<file path="src/rtl/pwm_pkg.sv">
// Constants and state encoding shared by the duty ramp sequencer and the PWM generator.
package pwm_pkg;

    localparam int PERIOD = 32;
    localparam int DUTY_W = 6;
    localparam int RATE_W = 8;

    typedef enum logic {
        IDLE = 1'b0,
        RAMP = 1'b1
    } ramp_state_t;

endpackage

</file>
<file path="src/rtl/pwm_tick_div.sv">
// Step-rate divider: counts qualified PWM period ticks and flags the last tick of a step interval.
module pwm_tick_div #(
    parameter int RATE_W = pwm_pkg::RATE_W
) (
    input  logic              clk_in,
    input  logic              rst,
    input  logic              clr,
    input  logic              adv,
    input  logic [RATE_W-1:0] rate,
    output logic              tc
);

    logic [RATE_W-1:0] div_cnt_q;
    logic [RATE_W-1:0] div_cnt_d;

    always_comb begin
        div_cnt_d = div_cnt_q;
        if (clr) begin
            div_cnt_d = '0;
        end else if (adv) begin
            div_cnt_d = div_cnt_q + 1'b1;
        end
    end

    always_ff @(posedge clk_in or posedge rst) begin
        if (rst) begin
            div_cnt_q <= '0;
        end else begin
            div_cnt_q <= div_cnt_d;
        end
    end

    // rate is never 0 while ramping, so the wrap of rate-1 is never observed.
    assign tc = (div_cnt_q == rate - 1'b1);

endmodule

</file>
<file path="src/rtl/pwm_duty_ramp.sv">
// Soft-start duty sequencer: one-deep target slot, IDLE/RAMP FSM and the registered duty output.
module pwm_duty_ramp #(
    parameter int PERIOD = pwm_pkg::PERIOD,
    parameter int DUTY_W = pwm_pkg::DUTY_W,
    parameter int RATE_W = pwm_pkg::RATE_W
) (
    input  logic              clk_in,
    input  logic              rst,
    input  logic [DUTY_W-1:0] target_in,
    input  logic [RATE_W-1:0] rate_in,
    input  logic              target_valid,
    output logic              target_ready,
    input  logic              period_tick,
    input  logic              enable,
    output logic [DUTY_W-1:0] duty_out,
    output logic              at_target,
    output logic              busy,
    output logic              ramp_done
);

    import pwm_pkg::*;

    ramp_state_t       state_q, state_d;
    logic [DUTY_W-1:0] duty_q, duty_d;
    logic [DUTY_W-1:0] cur_tgt_q, cur_tgt_d;
    logic [RATE_W-1:0] rate_q, rate_d;
    logic [DUTY_W-1:0] pend_tgt_q, pend_tgt_d;
    logic [RATE_W-1:0] pend_rate_q, pend_rate_d;
    logic              pend_valid_q, pend_valid_d;
    logic              done_q, done_d;

    logic              accept;
    logic              qual_tick;
    logic              consume;
    logic              div_clr;
    logic              div_adv;
    logic              div_tc;
    logic [DUTY_W-1:0] tgt_clamped;
    logic [DUTY_W-1:0] duty_step;

    assign accept      = target_valid & ~pend_valid_q;
    assign qual_tick   = period_tick & enable;
    // pend_valid is registered, so a tick on the acceptance edge cannot consume.
    assign consume     = qual_tick & pend_valid_q;
    assign tgt_clamped = (target_in > DUTY_W'(PERIOD)) ? DUTY_W'(PERIOD) : target_in;
    assign duty_step   = (cur_tgt_q > duty_q) ? duty_q + 1'b1 : duty_q - 1'b1;

    pwm_tick_div #(.RATE_W(RATE_W)) u_div (
        .clk_in (clk_in),
        .rst    (rst),
        .clr    (div_clr),
        .adv    (div_adv),
        .rate   (rate_q),
        .tc     (div_tc)
    );

    always_comb begin
        state_d      = state_q;
        duty_d       = duty_q;
        cur_tgt_d    = cur_tgt_q;
        rate_d       = rate_q;
        pend_tgt_d   = pend_tgt_q;
        pend_rate_d  = pend_rate_q;
        pend_valid_d = pend_valid_q;
        done_d       = 1'b0;
        div_clr      = 1'b0;
        div_adv      = 1'b0;

        if (accept) begin
            pend_valid_d = 1'b1;
            pend_tgt_d   = tgt_clamped;
            pend_rate_d  = rate_in;
        end

        if (consume) begin
            pend_valid_d = 1'b0;
            cur_tgt_d    = pend_tgt_q;
            rate_d       = pend_rate_q;
            div_clr      = 1'b1;
            if ((pend_rate_q == '0) || (duty_q == pend_tgt_q)) begin
                duty_d  = pend_tgt_q;
                state_d = IDLE;
                done_d  = 1'b1;
            end else begin
                state_d = RAMP;
            end
        end else if (qual_tick && (state_q == RAMP)) begin
            if (div_tc) begin
                div_clr = 1'b1;
                duty_d  = duty_step;
                if (duty_step == cur_tgt_q) begin
                    state_d = IDLE;
                    done_d  = 1'b1;
                end
            end else begin
                div_adv = 1'b1;
            end
        end
    end

    always_ff @(posedge clk_in or posedge rst) begin
        if (rst) begin
            state_q      <= IDLE;
            duty_q       <= '0;
            cur_tgt_q    <= '0;
            rate_q       <= '0;
            pend_tgt_q   <= '0;
            pend_rate_q  <= '0;
            pend_valid_q <= 1'b0;
            done_q       <= 1'b0;
        end else begin
            state_q      <= state_d;
            duty_q       <= duty_d;
            cur_tgt_q    <= cur_tgt_d;
            rate_q       <= rate_d;
            pend_tgt_q   <= pend_tgt_d;
            pend_rate_q  <= pend_rate_d;
            pend_valid_q <= pend_valid_d;
            done_q       <= done_d;
        end
    end

    assign duty_out     = duty_q;
    assign ramp_done    = done_q;
    assign target_ready = ~pend_valid_q;
    assign at_target    = (state_q == IDLE) && ~pend_valid_q;
    assign busy         = ~at_target;

endmodule

</file>
<file path="config.mk">
export PLATFORM = sky130hd
export DESIGN_NAME = pwm_duty_ramp
export DESIGN_NICKNAME = d
export VERILOG_FILES = /design/src/rtl/pwm_pkg.sv /design/src/rtl/pwm_tick_div.sv /design/src/rtl/pwm_duty_ramp.sv
export SDC_FILE = /design/constraint.sdc
export NUM_CORES = 1
export LEC_CHECK = 0
export CORE_UTILIZATION = 30
export CTS_CLUSTER_DIAMETER = 60
export DETAILED_ROUTE_END_ITERATION = 10
export SYNTH_ARGS = -nofsm -noshare
export SYNTH_HDL_FRONTEND = slang
export SYNTH_SLANG_ARGS = --single-unit
</file>
<file path="constraint.sdc">
create_clock -name clk_in -period 3.6 [get_ports clk_in]
set_clock_uncertainty 0.2 [all_clocks]
set_input_delay 0.54 -clock clk_in [delete_from_list [all_inputs] [get_ports clk_in]]
set_output_delay 0.54 -clock clk_in [all_outputs]
set_load 0.02 [all_outputs]
</file>
## Word-level counts from Yosys, hierarchy flattened

Cells that the tools add are included.

| cells by class | value |
|---|---|
| reduce and logical (&&, ||, !) cells | 11 |
| eq/ne operators | 4 |
| bitwise logic cells | 6 |
| $add $sub $neg | 4 |
| $lt $le $gt $ge | 2 |
| multiplexer cells | 26 |

Operator list:

| kind | number |
|---|---|
| $mux 6 | 6 |
| $mux 1 | 18 |
| $mux 8 | 2 |
| $eq 6x6->1 | 2 |
| $reduce_bool 2->1 | 5 |
| $add 8x1->8 const B | 1 |
| $eq 8x8->1 | 1 |
| $logic_not 8->1 | 1 |
| $sub 8x1->8 const B | 1 |
| $add 6x1->6 const B | 1 |
| $gt 6x6->1 | 1 |
| $gt 6x6->1 const B | 1 |
| $reduce_and 3->1 | 2 |
| $sub 6x1->6 const B | 1 |
| $and 1x1->1 | 3 |
| $not 1->1 | 3 |
| $logic_and 1x1->1 | 2 |
| $ne 2x1->1 const B | 1 |
| $logic_or 1x1->1 | 1 |

| word-level totals | value |
|---|---|
| flip-flop bits (word level) | 45 |
| logic and storage cells | 62 |

## Logic depth before layout (Yosys ltp)

Gate-level depths: netlist of run 1.

| depth | value |
|---|---|
| word-level depth | 7 |
| gate-level depth with buffers | 13 |
| mapped depth without buffers | 13 |

## Hierarchy

Synthesis of run 1 repeated with hierarchy kept, for this count alone.

| unflattened totals | value |
|---|---|
| cells, all modules | 289 |
| area total of the unflattened synthesis | 2698.8 µm² |

By module, submodules not included:

| module | cells an instance | instances | area an instance (µm²) |
|---|---|---|---|
| pwm_duty_ramp | 204 | 1 | 1969.4 |
| pwm_tick_div | 85 | 1 | 729.4 |

## Least setup slack after synthesis of run 1

Ideal clock, no wire load.

| path | value |
|---|---|
| kind | register -> register |
| start | register duty_q[4] (netlist: duty_out[4]) |
| end | register state_q |
| setup time | 0.126 ns |
| data required time | 3.274 ns |
| clock period less this slack | 3.547 ns |
| stages on the path, launching flop included | 14 |
| data arrival time | 3.221 ns |
| path slack | 0.053 ns |
| path through | dfrtp_1 -> inv_1 -> ha_1 -> a21oi_1 -> a21boi_0 -> o32a_1 -> inv_1 -> ha_1 -> a211oi_1 -> or4b_4 -> nand4_2 -> xnor3_1 -> and3_1 -> a311o_1 |

| between the ends | value |
|---|---|
| cells in the longest elaborated chain, start to end | 5 |

Ends and longest elaborated chain:

| item | line | RTL |
|---|---|---|
| start, declared | pwm_duty_ramp.sv:24 | `logic [DUTY_W-1:0] duty_q, duty_d;` |
| start signal, assigned | pwm_duty_ramp.sv:113 | `duty_q <= duty_d;` |
| $sub 6x1->6, or another cell as far along | pwm_duty_ramp.sv:46 | `assign duty_step = (cur_tgt_q > duty_q) ? duty_q + 1'b1 : duty_q - 1'b1;` |
| $mux 6 | pwm_duty_ramp.sv:46 |  |
| $eq 6x6->1 | pwm_duty_ramp.sv:91 | `if (duty_step == cur_tgt_q) begin` |
| $reduce_bool 2->1 (no source line) | -- |  |
| $reduce_and 3->1 (no source line) | -- |  |
| end signal, assigned | pwm_duty_ramp.sv:112 | `state_q <= state_d;` |
| end, declared | pwm_duty_ramp.sv:23 | `ramp_state_t state_q, state_d;` |

Several ways; a longest one is shown, not always the timed one.
A chain may end at the register's enable or synchronous reset.

## Worst setup path after layout of run 1

| path | value |
|---|---|
| start | register duty_q[2] (netlist: duty_out[2]) |
| end | register state_q |

Same word-level chain as after synthesis.

==> flow_summary_export.csv, run 1 <==
group,metric,value,unit
global_routing,grtUsageMet1,19.9,%
sta,min_period_over_period,95.9,%
global_routing,grt_pass1_vias,1990,
route,ant_nets,0,
yosys,ys_seq_elements,45,
min_path,min_to,"rate_q[5]",
power,ir_drop,281,uV
critical_path,cp-start-kind,"register",
placed_design,port_buffers,28,
yosys,yosys.area.top_type,"dfrtp_1",
min_path,hold_class,"reg2reg",
critical_path,critPathArrivalTime,3440,ps
critical_path,crit_required,3590,ps
route,wire_per_inst,13.5,um
final_layout,num-fill-cells,838,
yosys,async_reset_ff_share,100,%
sta,fmaxAchievable,0.290,GHz
floorplanning,die_h,96.0,um
floorplanning,io_pins,29,
sta,slew_headroom,57.6,%
final_layout,final_nets,344,
final_layout,area_growth,20.7,%
yosys,syn_inst,276,
critical_path,r2r_cells,13,
min_path,whs_path_depth,2,
run_status,run_status,"complete, no violations",
placed_design,dp_hpwl,4.14,mm
yosys,netlist_top_cells_area,"dfrtp_1 42%, nand2_1 6.9%, ha_1 5.7%",
clock_network,cts_buffers,5,
critical_path,ff2ff_setup_slack,150,ps
global_routing,grt_pass1_wl,9.75,mm
yosys,synth_edf_count,0,
placed_design,place_congestion,0.848,
min_path,hold_start,"pend_rate_q[5]",
route,via_per_inst,4.85,
yosys,syn-cell-area,2650,um2
clock_network,cts_sinks,45,
clock_network,cts_root_buf,"clkbuf_8",
final_layout,drive_gt1_share,11.5,%
route,drt_iter0_drc,118,
yosys,synth_nets,308,
sta,tightest_slew,634,ps
power,p_leak,1.45,nW
clock_network,cts_tree,"done",
clock_network,clk_latency,300,ps
sta,rsz0062_at_grt,"false",
critical_path,path_class,"reg2reg",
global_routing,grt_max_degree,46,
yosys,synth_warnings,0,
sta,setup_viol,0,
floorplanning,start_util,31.6,%
global_routing,use_met2,20.6,%
clock_network,clockBufferDepth,2,
global_routing,busiest_layer,"met2",
yosys,synth_cell_types,45,
global_routing,grt_use_met3,2.21,%
route,num_vias,2024,
clock_network,cts_max_level,2,
clock_network,clkTransAtPathRegs,90,ps
yosys,syn_avg_cell_area,9.61,um2
sta,hold_viol_final,0,
final_layout,finalNonFillerCells,417,
critical_path,crit_path_end_kind,"register",
yosys,yosysSeqAreaShare,42.5,%
global_routing,antenna_found_initial,0,
yosys,synth_ff_type,"dfrtp_1",
route,route.detailed.drc,0,
clock_network,holdBufCountCts,0,
global_routing,grt_use_total,13.9,%
critical_path,rr_endpoint,"state_q",
sta,final-max-slew-violation-count,0,
floorplanning,coreArea,8380,um2
sta,post-route-min-period,3450,ps
route,wl,5.63,mm
placed_design,place_inst,408,
floorplanning,die-area,9220,um2
floorplanning,rows,33,
global_routing,grt_overflow_total,0,
sta,finalSetupTns,0,ps
sta,fin_ws,149,ps
critical_path,path_max_fanout,5,
critical_path,r2r_start,"duty_out[2]",
placed_design,dp_slack,127,ps
flow_run,drv_cap,0,
floorplanning,die_w,96.0,um
final_layout,diodes,0,
power,powerDensity,828,nW/um2
route,dr.pass1.iters,4,
yosys,yosysTopAreaCellShare,42.5,%
worst max path at each step:
stage,start,end,slack (ps)
after floorplan,duty_out[4],state_q,50
after detailed placement,cur_tgt_q[4],state_q,130
after global routing,duty_out[2],state_q,20
final,duty_out[2],state_q,150
after global placement,cur_tgt_q[4],state_q,240
after CTS,cur_tgt_q[4],state_q,110
critical path, cell delays in order, from the launching register on:
cell,delay (ps)
dfrtp_1,460
inv_1,70
ha_1,280
nand4_1,110
a21oi_1,150
o32a_1,200
inv_2,70
ha_2,360
o21ai_0,100
or4b_4,490
nand4_2,120
xnor3_1,240
and3_1,190
a311o_1,310
cell families after synthesis:
family          share of synthesized area (%)
compound gates                           10.9
xor+xnor                                 10.9
fa+ha+maj                                6.42
buf+inv                                  4.06
flops                                    42.5
mux                                      5.85
simple gates                             19.3
Yosys cell counts, drive strengths merged, types with 2 or more instances:
| cell type | number |
|---|---|
| nand2 | 49 |
| dfrtp | 45 |
| inv | 19 |
| o21ai | 16 |
| xnor2 | 16 |
| nor2 | 15 |
| ha | 12 |
| mux2 | 12 |
| xor2 | 12 |
| nand2b | 10 |
| a21oi | 7 |
| clkbuf | 5 |
| nand3 | 5 |
| nor3 | 5 |
| nand4 | 4 |
| a211oi | 3 |
| a21boi | 3 |
| and3 | 3 |
| and4 | 3 |
| buf | 3 |
| nor4 | 3 |
| mux2i | 2 |
| nor3b | 2 |
| o211a | 2 |
| o31ai | 2 |
| or2 | 2 |
| xnor3 | 2 |
stage by stage:
step / utilization, % / hold slack (ps) / area, um2 / power (W)
after CTS: 38.0 / 303 / 3180 / 0.00265
after detailed placement: 36.7 / 281 / 3080 / 0.00225
final: 38.2 / 301 / 3200 / 0.00265
after global routing: 38.2 / 331 / 3200 / 0.00286
after floorplan: - / 256 / 2650 / 0.00185
after global placement: 36.7 / 275 / 3080 / 0.00222
where the power goes:
group,internal (W),leakage [nW],switching (W)
Combinational,0.000755,0.829,0.000718
Clock,0.000202,0.0540,0.000173
Sequential,0.000641,0.566,0.000160
Total,0.00160,1.45,0.00105
cell type report:
type                       instances  area (um2)  area share, %
multi-input combinational        204        1420           44.4
clock inverter                     2        35.0           1.09
sequential                        45        1130           35.2
tap                              105         131           4.10
inverter                          19        71.3           2.23
timing repair buffer              37         348           10.9
clock buffer                       5        68.8           2.15
metal layers:
layer,vias to the layer above,wire (um)
met5,-,0
met4,0,105
met3,7,186
met2,50,2500
met1,957,2840
li1,1010,-
flip-flops by register name (all words and copies together) (netlist names):
signal,cells
pend_tgt_q,6
rate_q,8
pend_valid_q,1
pend_rate_q,8
state_q,1
duty_out,6
u_div.div_cnt_q,8
ramp_done,1
cur_tgt_q,6
placed cells by master, fill, tap and decap left out, drive strengths merged, types with 2 or more instances in the layout:
cell type       n
or2             2
ha             12
xor2           12
mux2i           2
xnor2          16
o31ai           2
o21ai          16
nand3           5
nor3b           2
mux2           12
a21boi          3
nand2          49
clkbuf          5
nand2b         10
inv            18
and3            3
dfrtp          45
clkinv          2
nand4           4
a211oi          3
buf             9
clkdlybuf4s50  28
nor2           15
xnor3           2
and4            3
nor4            3
o211a           2
a21oi           7
nor3            5
repair_timing:
| item | 4_1_cts | 5_1_grt |
|---|---|---|
| endpoints found under the setup margin | 0 | 1 |
| buffers inserted | 0 | 2 |
| hold endpoints to repair | 0 | 0 |
| gates resized for setup | 0 | 2 |
Power figures use the tool's default switching activity.
==> run 2, diff against run 1 <==
--- a/config.mk
+++ b/config.mk
@@ -6,8 +6,10 @@
 export NUM_CORES = 1
 export LEC_CHECK = 0
 export CORE_UTILIZATION = 30
+export CTS_BUF_LIST = sky130_fd_sc_hd__clkbuf_16
 export CTS_CLUSTER_DIAMETER = 60
 export DETAILED_ROUTE_END_ITERATION = 10
+export SETUP_SLACK_MARGIN = 0.2
 export SYNTH_ARGS = -nofsm -noshare
 export SYNTH_HDL_FRONTEND = slang
 export SYNTH_SLANG_ARGS = --single-unit
==> flow_summary_export.csv, run 2 (synthesized netlist as in run 1, its figures left out) <==
group,metric,value,unit
placed_design,dp_hpwl,4.25,mm
sta,fmaxAchievable,0.304,GHz
final_layout,drive_gt1_share,18.4,%
final_layout,post-route-cell-area,3420,um2
floorplanning,coreArea,8380,um2
route,wire_per_inst,13.9,um
min_path,whs_path_depth,2,
clock_network,cts_root_buf,"clkbuf_16",
clock_network,cts_buffers,5,
placed_design,place_congestion,0.856,
route,dr.pass1.iters,4,
clock_network,cts_sinks,45,
final_layout,final_nets,351,
clock_network,cts_max_level,2,
global_routing,grt_max_degree,31,
run_status,run_status,"complete, no violations",
sta,slew_headroom,58.0,%
flow_run,drv_cap,0,
route,drt_iter0_drc,78,
power,power_frac_comb,56.8,%
final_layout,final_cell_mix,"49 x nand2_1, 39 x dfrtp_1, 28 x clkdlybuf4s50_1, 16 x xnor2_1, 16 x buf_4",
global_routing,grt_pass1_wl,10.1,mm
sta,rsz0062_at_grt,"false",
final_layout,final_common_cell,"nand2_1",
clock_network,clkTransAtPathRegs,60,ps
power,power_switching,0.00117,W
power,sw_frac_of_total,37.9,%
floorplanning,io_pins,29,
sta,hold_viol_final,0,
final_layout,fin_util,40.8,%
floorplanning,die-area,9220,um2
global_routing,antenna_found_initial,0,
critical_path,crit_required,3570,ps
global_routing,grt_overflow_total,0,
global_routing,grt_use_total,14.5,%
route,ant_nets,0,
power,seq_power_share,26.1,%
floorplanning,die_w,96.0,um
floorplanning,start_util,31.6,%
placed_design,port_buffers,28,
power,p_clk_share,17.0,%
route,num_vias,2053,
clock_network,clockBufferDepth,2,
final_layout,reg_top3,"pend_rate_q x8, rate_q x8, u_div.div_cnt_q x8",
placed_design,dpl_cell_area,3120,um2
power,powerDensity,905,nW/um2
critical_path,path_max_fanout,5,
critical_path,r2r_cells,12,
critical_path,crit_path_end_kind,"register",
critical_path,critPathArrivalTime,3260,ps
sta,final-max-slew-violation-count,0,
critical_path,cp-start-kind,"register",
route,via_per_inst,4.83,
route,wl,5.92,mm
route,route.detailed.drc,0,
power,ir_drop,304,uV
sta,post-route-min-period,3290,ps
clock_network,clk_latency,290,ps
final_layout,diodes,0,
min_path,hold_class,"reg2reg",
sta,tightest_slew,629,ps
sta,finalSetupTns,0,ps
sta,min_period_over_period,91.4,%
clock_network,cts_tree,"done",
power,p_int,0.00192,W
power,p_leak,1.51,nW
sta,setup_viol,0,
global_routing,grt_pass1_vias,2075,
floorplanning,rows,33,
floorplanning,die_h,96.0,um
final_layout,area_growth,28.9,%
critical_path,path_class,"reg2reg",
[run 2: what timing repair did]
item | in CTS | in global routing
pin swaps | 0 | 6
setup buffers | 2 | 8
hold buffers | 0 | 0
gates cloned | 0 | 0
setup endpoints to repair | 1 | 1
gates resized for setup | 1 | 9
[run 2: worst max-delay path: stages (launching register included)]
cell      delay [ps]
dfrtp_2          390
inv_1             50
ha_1             290
nand4_1          100
a21oi_1           60
o32a_1           370
buf_4            170
fa_1             410
xor2_1           270
xnor2_1          110
nor3_1           220
nand4b_1         160
a311o_1          380
[run 2: final timing paths]
kind | startpoint | to | slack, ps
max in group asynchronous | rst | duty_out[3] | 2110
min in group asynchronous | rst | pend_rate_q[0] | 330
hold reg to reg | rate_q[7] | rate_q[7] | 300
setup reg to reg | duty_out[2] | state_q | 310
hold / removal | rate_q[7] | rate_q[7] | 300
setup / recovery | duty_out[2] | state_q | 310
[run 2: power by group through the flow]
stage               Clock, W  Sequential [W]  Combinational [W]
floorplan                  0        0.000837            0.00110
global placement           0        0.000828            0.00149
detailed placement         0        0.000833            0.00150
CTS                 0.000537        0.000815            0.00156
global route        0.000554        0.000831            0.00193
finish              0.000527        0.000809            0.00176
[run 2: layout make-up]
| class | instances | area (um2) |
|---|---|---|
| timing repair buffer | 44 | 400 |
| multi-input combinational | 204 | 1510 |
| clock buffer | 5 | 125 |
| clock inverter | 3 | 42.5 |
| fill | 830 | 4960 |
| sequential | 45 | 1130 |
| tap | 105 | 131 |
| inverter | 19 | 73.8 |
[run 2: stage by stage]
stage / instances / power, W / hold slack, ps / setup slack (ps)
floorplan: 276 / 0.00194 / 256 / 200
global placement: 407 / 0.00232 / 278 / 230
detailed placement: 407 / 0.00233 / 282 / 102
CTS: 417 / 0.00292 / 300 / 203
global route: 425 / 0.00331 / 328 / 199
finish: 425 / 0.00309 / 299 / 311
[run 2: per-layer routing]
| layer | vias to the layer above | track usage (%) | share of wire [%] |
|---|---|---|---|
| li1 | 1027 | - | - |
| met1 | 984 | 19.8 | 51 |
| met2 | 34 | 22.6 | 44 |
| met3 | 8 | 2.92 | 3.3 |
| met4 | 0 | 4.98 | 1.5 |
| met5 | - | 0 | 0 |
